File: config.mk
export PLATFORM = sky130hd
export DESIGN_NAME = multi_rect_object
export DESIGN_NICKNAME = d
export VERILOG_FILES = /design/src/rtl/multi_rect_object.sv
export SDC_FILE = /design/constraint.sdc
export NUM_CORES = 1
export LEC_CHECK = 0
export ABC_AREA = 1
export CORE_MARGIN = 5
export CORE_UTILIZATION = 53
export CTS_BUF_LIST = sky130_fd_sc_hd__clkbuf_4 sky130_fd_sc_hd__clkbuf_8
export DETAILED_ROUTE_END_ITERATION = 8
export HOLD_SLACK_MARGIN = 0.1
export PLACE_DENSITY = 0.82
export SLEW_MARGIN = 20
export SYNTH_ARGS = -nofsm -noshare
export SYNTH_HDL_FRONTEND = slang
export SYNTH_SLANG_ARGS = --single-unit
File: constraint.sdc
create_clock -name clk -period 2.8 [get_ports clk]
set_clock_uncertainty 0.05 [all_clocks]
set_input_delay 0.56 -clock clk [delete_from_list [all_inputs] [get_ports clk]]
set_output_delay 0.56 -clock clk [all_outputs]
set_load 0.05 [all_outputs]
File: src/rtl/multi_rect_object.sv
// Multi-channel rectangle renderer: priority hit-test over N_OBJ equally sized
// rectangles, registered pixel outputs, optional per-channel blink (MULTI_RECT_BLINK_EN).
module multi_rect_object #(
  parameter int N_OBJ           = 4,
  parameter int OBJECT_WIDTH_X  = 32,
  parameter int OBJECT_HEIGHT_Y = 32,
  parameter int BLINK_FRAMES    = 8,
  parameter int BLINK_TOGGLES   = 6,
  localparam int IW = (N_OBJ > 1) ? $clog2(N_OBJ) : 1
) (
  input  logic                  clk,
  input  logic                  resetN,
  input  logic [10:0]           pixelX,
  input  logic [10:0]           pixelY,
  input  logic                  startOfFrame,
  input  logic [N_OBJ*11-1:0]   topLeftX,
  input  logic [N_OBJ*11-1:0]   topLeftY,
  input  logic [N_OBJ*8-1:0]    objColor,
  input  logic [N_OBJ-1:0]      objEnable,
  input  logic [N_OBJ-1:0]      blinkStart,
  output logic [10:0]           offsetX,
  output logic [10:0]           offsetY,
  output logic                  drawingRequest,
  output logic [7:0]            RGBout,
  output logic [IW-1:0]         objIndex,
  output logic [N_OBJ-1:0]      blinking
);

  localparam logic [7:0] TRANSPARENT = 8'hFF;

  logic [N_OBJ-1:0] w_hidden;
  logic [N_OBJ-1:0] w_blinking;

  // Span test done in 12 bits so a rectangle near column 2047 does not wrap to 0.
  function automatic logic in_span(input logic [10:0] p, input logic [10:0] org,
                                   input int unsigned len);
    logic [11:0] lim;
    lim = {1'b0, org} + 12'(len);
    return ({1'b0, p} >= {1'b0, org}) && ({1'b0, p} < lim);
  endfunction

`ifdef MULTI_RECT_BLINK_EN
  localparam int FW = (BLINK_FRAMES  > 1) ? $clog2(BLINK_FRAMES)  : 1;
  localparam int TW = (BLINK_TOGGLES > 1) ? $clog2(BLINK_TOGGLES) : 1;

  typedef enum logic {ST_IDLE, ST_BLINK} state_t;

  state_t           r_state      [N_OBJ];
  state_t           w_state_nxt  [N_OBJ];
  logic [FW-1:0]    r_frame_cnt  [N_OBJ];
  logic [FW-1:0]    w_frame_nxt  [N_OBJ];
  logic [TW-1:0]    r_toggle_cnt [N_OBJ];
  logic [TW-1:0]    w_toggle_nxt [N_OBJ];
  logic [N_OBJ-1:0] r_hidden;
  logic [N_OBJ-1:0] w_hidden_nxt;

  always_ff @(posedge clk) begin
    if (!resetN) begin
      for (int i = 0; i < N_OBJ; i++) begin
        r_state[i]      <= ST_IDLE;
        r_frame_cnt[i]  <= '0;
        r_toggle_cnt[i] <= '0;
      end
      r_hidden <= '0;
    end else begin
      for (int i = 0; i < N_OBJ; i++) begin
        r_state[i]      <= w_state_nxt[i];
        r_frame_cnt[i]  <= w_frame_nxt[i];
        r_toggle_cnt[i] <= w_toggle_nxt[i];
      end
      r_hidden <= w_hidden_nxt;
    end
  end

  // Disable dominates, then a restart pulse, then frame-driven progress.
  always_comb begin
    for (int i = 0; i < N_OBJ; i++) begin
      w_state_nxt[i]  = r_state[i];
      w_frame_nxt[i]  = r_frame_cnt[i];
      w_toggle_nxt[i] = r_toggle_cnt[i];
      w_hidden_nxt[i] = r_hidden[i];
      if (!objEnable[i]) begin
        w_state_nxt[i]  = ST_IDLE;
        w_frame_nxt[i]  = '0;
        w_toggle_nxt[i] = '0;
        w_hidden_nxt[i] = 1'b0;
      end else if (blinkStart[i]) begin
        w_state_nxt[i]  = ST_BLINK;
        w_frame_nxt[i]  = '0;
        w_toggle_nxt[i] = '0;
        w_hidden_nxt[i] = 1'b0;
      end else begin
        case (r_state[i])
          ST_BLINK: begin
            if (startOfFrame) begin
              if (r_frame_cnt[i] == FW'(BLINK_FRAMES - 1)) begin
                w_frame_nxt[i] = '0;
                if (r_toggle_cnt[i] == TW'(BLINK_TOGGLES - 1)) begin
                  w_state_nxt[i]  = ST_IDLE;
                  w_toggle_nxt[i] = '0;
                  w_hidden_nxt[i] = 1'b0;
                end else begin
                  w_toggle_nxt[i] = r_toggle_cnt[i] + 1'b1;
                  w_hidden_nxt[i] = ~r_hidden[i];
                end
              end else begin
                w_frame_nxt[i] = r_frame_cnt[i] + 1'b1;
              end
            end
          end
          default: ;
        endcase
      end
    end
  end

  always_comb begin
    for (int i = 0; i < N_OBJ; i++) w_blinking[i] = (r_state[i] == ST_BLINK);
  end
  assign w_hidden = r_hidden;
`else
  localparam int unused_blink_cfg = BLINK_FRAMES + BLINK_TOGGLES;
  logic w_unused_blink_in;
  assign w_unused_blink_in = ^{blinkStart, startOfFrame};
  assign w_hidden   = '0;
  assign w_blinking = '0;
`endif

  logic          w_found;
  logic [IW-1:0] w_win;
  logic [7:0]    w_color;
  logic [10:0]   w_offx;
  logic [10:0]   w_offy;

  // Scan from the highest index down so the lowest-index candidate is the one left standing.
  always_comb begin
    w_found = 1'b0;
    w_win   = '0;
    w_color = TRANSPARENT;
    w_offx  = '0;
    w_offy  = '0;
    for (int i = N_OBJ - 1; i >= 0; i--) begin
      if (in_span(pixelX, topLeftX[i*11 +: 11], OBJECT_WIDTH_X) &&
          in_span(pixelY, topLeftY[i*11 +: 11], OBJECT_HEIGHT_Y) &&
          objEnable[i] && !w_hidden[i]) begin
        w_found = 1'b1;
        w_win   = IW'(i);
        w_color = objColor[i*8 +: 8];
        w_offx  = pixelX - topLeftX[i*11 +: 11];
        w_offy  = pixelY - topLeftY[i*11 +: 11];
      end
    end
  end

  logic          r_draw;
  logic [7:0]    r_rgb;
  logic [IW-1:0] r_idx;
  logic [10:0]   r_offx;
  logic [10:0]   r_offy;
  logic [N_OBJ-1:0] r_blinking;

  always_ff @(posedge clk) begin
    if (!resetN) begin
      r_draw     <= 1'b0;
      r_rgb      <= 8'h00;
      r_idx      <= '0;
      r_offx     <= '0;
      r_offy     <= '0;
      r_blinking <= '0;
    end else begin
      r_draw     <= w_found;
      r_rgb      <= w_color;
      r_idx      <= w_win;
      r_offx     <= w_offx;
      r_offy     <= w_offy;
      r_blinking <= '0;
    end
  end

  assign drawingRequest = r_draw;
  assign RGBout         = r_rgb;
  assign objIndex       = r_idx;
  assign offsetX        = r_offx;
  assign offsetY        = r_offy;
  assign blinking       = w_blinking | r_blinking;

endmodule

==> impl_results.md, run 1 <==
- CTS Buf Count: 5
- Synthesis-stage register bit count: 33
- Die height: 135 µm
- CTS Sinks: 33
- Total global routing overflow: 3
- Worst ep type: register data pin
- Grt repair worst endpoint: RGBout[5]$_SDFF_PN0_/D
- Log Error: [ERROR GRT-0232] Routing congestion too high. Check the congestion heatmap in the GUI.
- Yosys top cell area share: 0.219
- Tot GR Track Use: 0.656
- Ranking of synthesized cells by area: ha_1 22%, nand2_1 17%, inv_1 9.4%
- Clock root buffer master: clkbuf_8
- Result of the run: stopped before the end
- Max clock buf depth: 2
- Width of the die: approximately 130 µm
- Initial core utilization: 0.541
- Post-synthesis sequential area ratio: 0.0804
- Largest net degree at the start of global routing: 18
- Routability congestion estimate: between 0.9 and 1
- Dpl hpwl: 27500 µm
- Row cnt: between 40 and 50
- Cell count after synthesis: between 1k and 1.5k
- CTS Hold Bufs: 0
- Leading area contributor after synthesis: ha_1
- I/O Buffers: 180
- Yosys Warn Count: 0
- Avg Cell Area, Syn: just over 6 µm²
- H-tree lvl count: 2
- Cell variety after synth: 38
- Dpl cells: approximately 2.0k
- # IOs: 190
- Fail Step: global routing (5_1_grt)
- Cell Area, Synth: 0.00822 mm²
==> timing repair <==
| action | CTS |
|---|---|
| setup endpoints to repair | 33 |
| resized for setup | 214 |
| buffers inserted | 15 |
| gates cloned | 5 |
| endpoints found under the hold margin | 0 |
| pin swaps | 78 |
==> metal layers <==
metal  global-route usage  GRT overflow
met1                0.639             0
met2                0.861             2
met3                0.486             0
met4                0.640             1
met5                0.183             0
==> cells in the mapped netlist <==
master	number
o211ai_1	8
nor2_2	3
buf_6	2
nor3_1	16
nand4_1	15
nand2_1	367
or2_2	1
dfxtp_1	33
o21bai_1	7
and2_1	1
inv_2	6
a21boi_0	3
nor3_2	2
fa_1	8
nor3b_1	1
ha_1	144
o21ai_1	13
o21a_1	1
a21o_1	10
nand3_2	1
buf_2	9
nand3_4	2
a21oi_1	90
xor2_1	58
nor2_4	2
conb_1	1
nand2_2	3
xnor2_1	37
a211oi_1	2
buf_4	11
a31oi_1	11
inv_1	205
o21ai_0	48
nand3_1	105
clkbuf_1	7
nor2_1	113
nand3b_1	11
a31o_2	1
==> metrics by stage <==
step	cell area, µm²	setup WS, ps	setup TNS, ps	util
CTS	13500	-3.44	-5.58	0.889
global placement	12600	-645	-18970	0.832
floorplan	8230	215	0	-
detailed placement	12600	-761	-22920	0.832
==> kinds of logic after synthesis <==
family,count (synthesis),share of synthesized area
AND/OR/NAND/NOR,643,0.332
buffers and inverters,240,0.118
AO/OA/AOI/OAI,194,0.130
adder cells (fa/ha/maj),152,0.239
XOR/XNOR,95,0.101
flip-flops,33,0.0804
other,1,0.000456
==> run 2, diff against run 1 <==
--- a/config.mk
+++ b/config.mk
@@ -7,11 +7,9 @@
 export LEC_CHECK = 0
 export ABC_AREA = 1
 export CORE_MARGIN = 5
-export CORE_UTILIZATION = 53
-export CTS_BUF_LIST = sky130_fd_sc_hd__clkbuf_4 sky130_fd_sc_hd__clkbuf_8
+export CORE_UTILIZATION = 40
 export DETAILED_ROUTE_END_ITERATION = 8
-export HOLD_SLACK_MARGIN = 0.1
-export PLACE_DENSITY = 0.82
+export PLACE_DENSITY_LB_ADDON = 0.15
 export SLEW_MARGIN = 20
 export SYNTH_ARGS = -nofsm -noshare
 export SYNTH_HDL_FRONTEND = slang
==> run 2 against run 1 <==
  * The run now ends clean
  * Synthesized cell count stayed put
  * Area after synthesis stayed put
==> impl_results.md, run 2 <==
- Result of the run: finished, final reports clean (was stopped before the end)
- Tot GR Track Use: 0.258
- Yosys top cell area share: 0.219 (unchanged)
- Crit-path max FO: 6
- Max clock buf depth: 2 (unchanged)
- Fill cells: roughly 1.7k
- Routability congestion estimate: 0.954 (was 0.987)
- I/O Buffers: 180 (unchanged)
- Ys async rst share: 0 (unchanged)
- DRT Pass-1 Iters: 5
- Max-cap violations: 0
- Worst setup EP type: flip-flop
- Worst hold path type: in2reg
- CTS Buf Count: 5 (unchanged)
- Dpl hpwl: 26200 µm (was 27500 µm)
- Largest net degree at the start of global routing: 18
- Routed Antenna Nets: 0
- Worst hold path depth: 5
- Routed WL: between 30000 and 40000 µm
- Share of layout cells above drive strength 1: 0.322
- CP Data Required Time: around 3000 ps
- CTS tree: yes
- Endpoints failing hold: 0
- Number of global-route vias before repair: 10.3k
- Routed WL per cell: roughly 16 µm
- Cell Area, Synth: 0.00822 mm² (unchanged)
- First-pass GRT wire length: about 50000 µm
- Leading area contributor after synthesis: ha_1 (unchanged)
- Initial drt markers: approximately 670
- Post-synthesis sequential area ratio: 0.0804 (unchanged)
- Most common cell after layout, fill and taps aside: nand2_1
- Post-DR vias/cell: 5.01
- Cell variety after synth: 38 (unchanged)
- Unrepaired setup endpoints after global routing: yes
- Area grow syn2layout: 75.1%
- Clock root buffer master: clkbuf_16 (was clkbuf_8)
- Tot Pwr: 0.00404 W
- Initial core utilization: 0.406 (was 0.541)
- Ys flop type: dfxtp_1 (unchanged)
- Ranking of synthesized cells by area: ha_1 22%, nand2_1 17%, inv_1 9.4% (unchanged)
- Final #Nets: around 2.2k
- Total core area: between 0.02 and 0.025 mm²
- Clk slew on worst S/H paths: 60 ps
- Post-synth top cells: 367 x nand2_1, 205 x inv_1, 144 x ha_1, 113 x nor2_1, 105 x nand3_1 (unchanged)
- Synthesis-stage register bit count: 33 (unchanged)
- Total global routing overflow: 0
- Startpoint Class: input port
- Cell count after synthesis: 1358 (unchanged)
- H-tree lvl count: 2 (unchanged)
- CTS Sinks: 33 (unchanged)
- Relative slew margins: 0.495
- Final setup violation count: 0
- Via count: 10.8k
- Count of flip-flops with a built-in enable after synthesis: 0 (unchanged)
- Avg Cell Area, Syn: 6.05 µm² (unchanged)
- Worst Max-Slew Pin Slew: around 760 ps
- Pwr Density: around 280 mW/mm²
- Leak: roughly 7.5 nW
- # IOs: 190 (unchanged)
- Class of the most critical setup path: in2reg
- Die area: around 0.024 mm²
- Fin. max-slew vios: 0
- Critical Path AT: ~3000 ps
- Worst Hold Launch: topLeftY[1]
- Final critical-path share of the clock period: 0.994
- Yosys Warn Count: 0 (unchanged)
- Final Util: 0.711
- Max VDD drop: ~240 µV
- Hold Path Sink: offsetY[1]
- DRC violations left: 0
- CTS Hold Bufs: 0 (unchanged)
- Most frequent cell after synthesis: nand2_1 (unchanged)
- Row cnt: 52 (was 45)
- Die height: 153 µm (was 135 µm)
- Width of the die: 153 µm (was 135 µm)
- Commonest cells after routing, fill and taps aside: 340 x nand2_1, 320 x buf_4, 181 x inv_1
- Fin crit period: 2780 ps
- Initial antenna violation count: 0
- Setup tns final: 0 ps
- Antenna diodes: 0
- Max Clock Freq: about 360 MHz
==> run 2: cell counts after synthesis <==
Identical to the previous run, type by type.
==> run 2: worst max-delay path by stage <==
stage               depth (start not counted)         start  slack (ps)    endpoint
floorplan                                  13     pixelX[0]         220   RGBout[7]
global placement                           15  topLeftX[27]        -620  offsetX[9]
detailed placement                         15  topLeftY[27]        -680  offsetX[9]
CTS                                        17  topLeftY[31]        0.03  offsetY[8]
global route                               16  topLeftY[34]        -100  offsetX[9]
finish                                     16  topLeftY[34]          20  offsetX[9]
==> run 2: power breakdown <==
group          internal, W  total (W)  switching (W)  leakage (nW)
Sequential        0.000504   0.000522      0.0000178         0.270
Clock             0.000422   0.000657       0.000235        0.0800
Combinational      0.00139    0.00286        0.00147          7.16
Total              0.00232    0.00404        0.00172          7.51
==> run 2: critical path, stage by stage <==
cell and delay [ps]:
clkdlybuf4s50_1 490, inv_1 80, ha_1 300, nand3_1 100, nand2_2 100, nand2_1 80
nand2_2 70, nand2_1 60, nand2_2 100, nand3_4 110, nor2_4 230, buf_12 160
nand2_1 70, o21ai_2 140, o211ai_1 150, a21oi_2 160
==> run 2: cell type report <==
type	count	area [µm²]	area share
Clock inverter	3	46.3	0.00322
Multi-Input combinational cell	1089	7750	0.539
Timing Repair Buffer	536	4670	0.324
Sequential cell	33	661	0.0459
Tap cell	270	338	0.0235
Clock buffer	5	125	0.00869
Inverter	211	800	0.0555
==> run 2: cells by family after synthesis <==
kind of cell	count (synthesis)	synth area share
AND/OR/NAND/NOR	643	0.332
buffers and inverters	240	0.118
AO/OA/AOI/OAI	194	0.130
adder cells (fa/ha/maj)	152	0.239
XOR/XNOR	95	0.101
flip-flops	33	0.0804
other	1	0.000456
==> run 2: repair_timing <==
action / CTS / global route
buffers inserted: 21 / 10
gates resized for setup: 179 / 226
endpoints found under the setup margin: 33 / 33
pin swaps: 71 / 95
gates cloned: 6 / 2
==> run 2: per-stage QoR <==
step / worst slack (ps) / std cells / cell area, µm² / hold slack (ps)
after global placement: -622 / 2101 / 12700 / 1170
final: 17.6 / 2147 / 14400 / 803
after floorplan: 215 / 1361 / 8230 / 691
after CTS: 0.0298 / 2135 / 13600 / 855
after global routing: -103 / 2147 / 14400 / 878
after detailed placement: -677 / 2101 / 12700 / 1150
==> run 2: metal layers <==
| metal | GRT usage | share of wire | vias to the layer above |
|---|---|---|---|
| li1 | - | - | 5440 |
| met3 | 0.0379 | 0.060 | 62 |
| met4 | 0.0597 | 0.024 | 0 |
| met2 | 0.459 | 0.49 | 347 |
| met5 | 0 | 0 | - |
| met1 | 0.329 | 0.43 | 4907 |
Power figures use the tool's default switching activity.
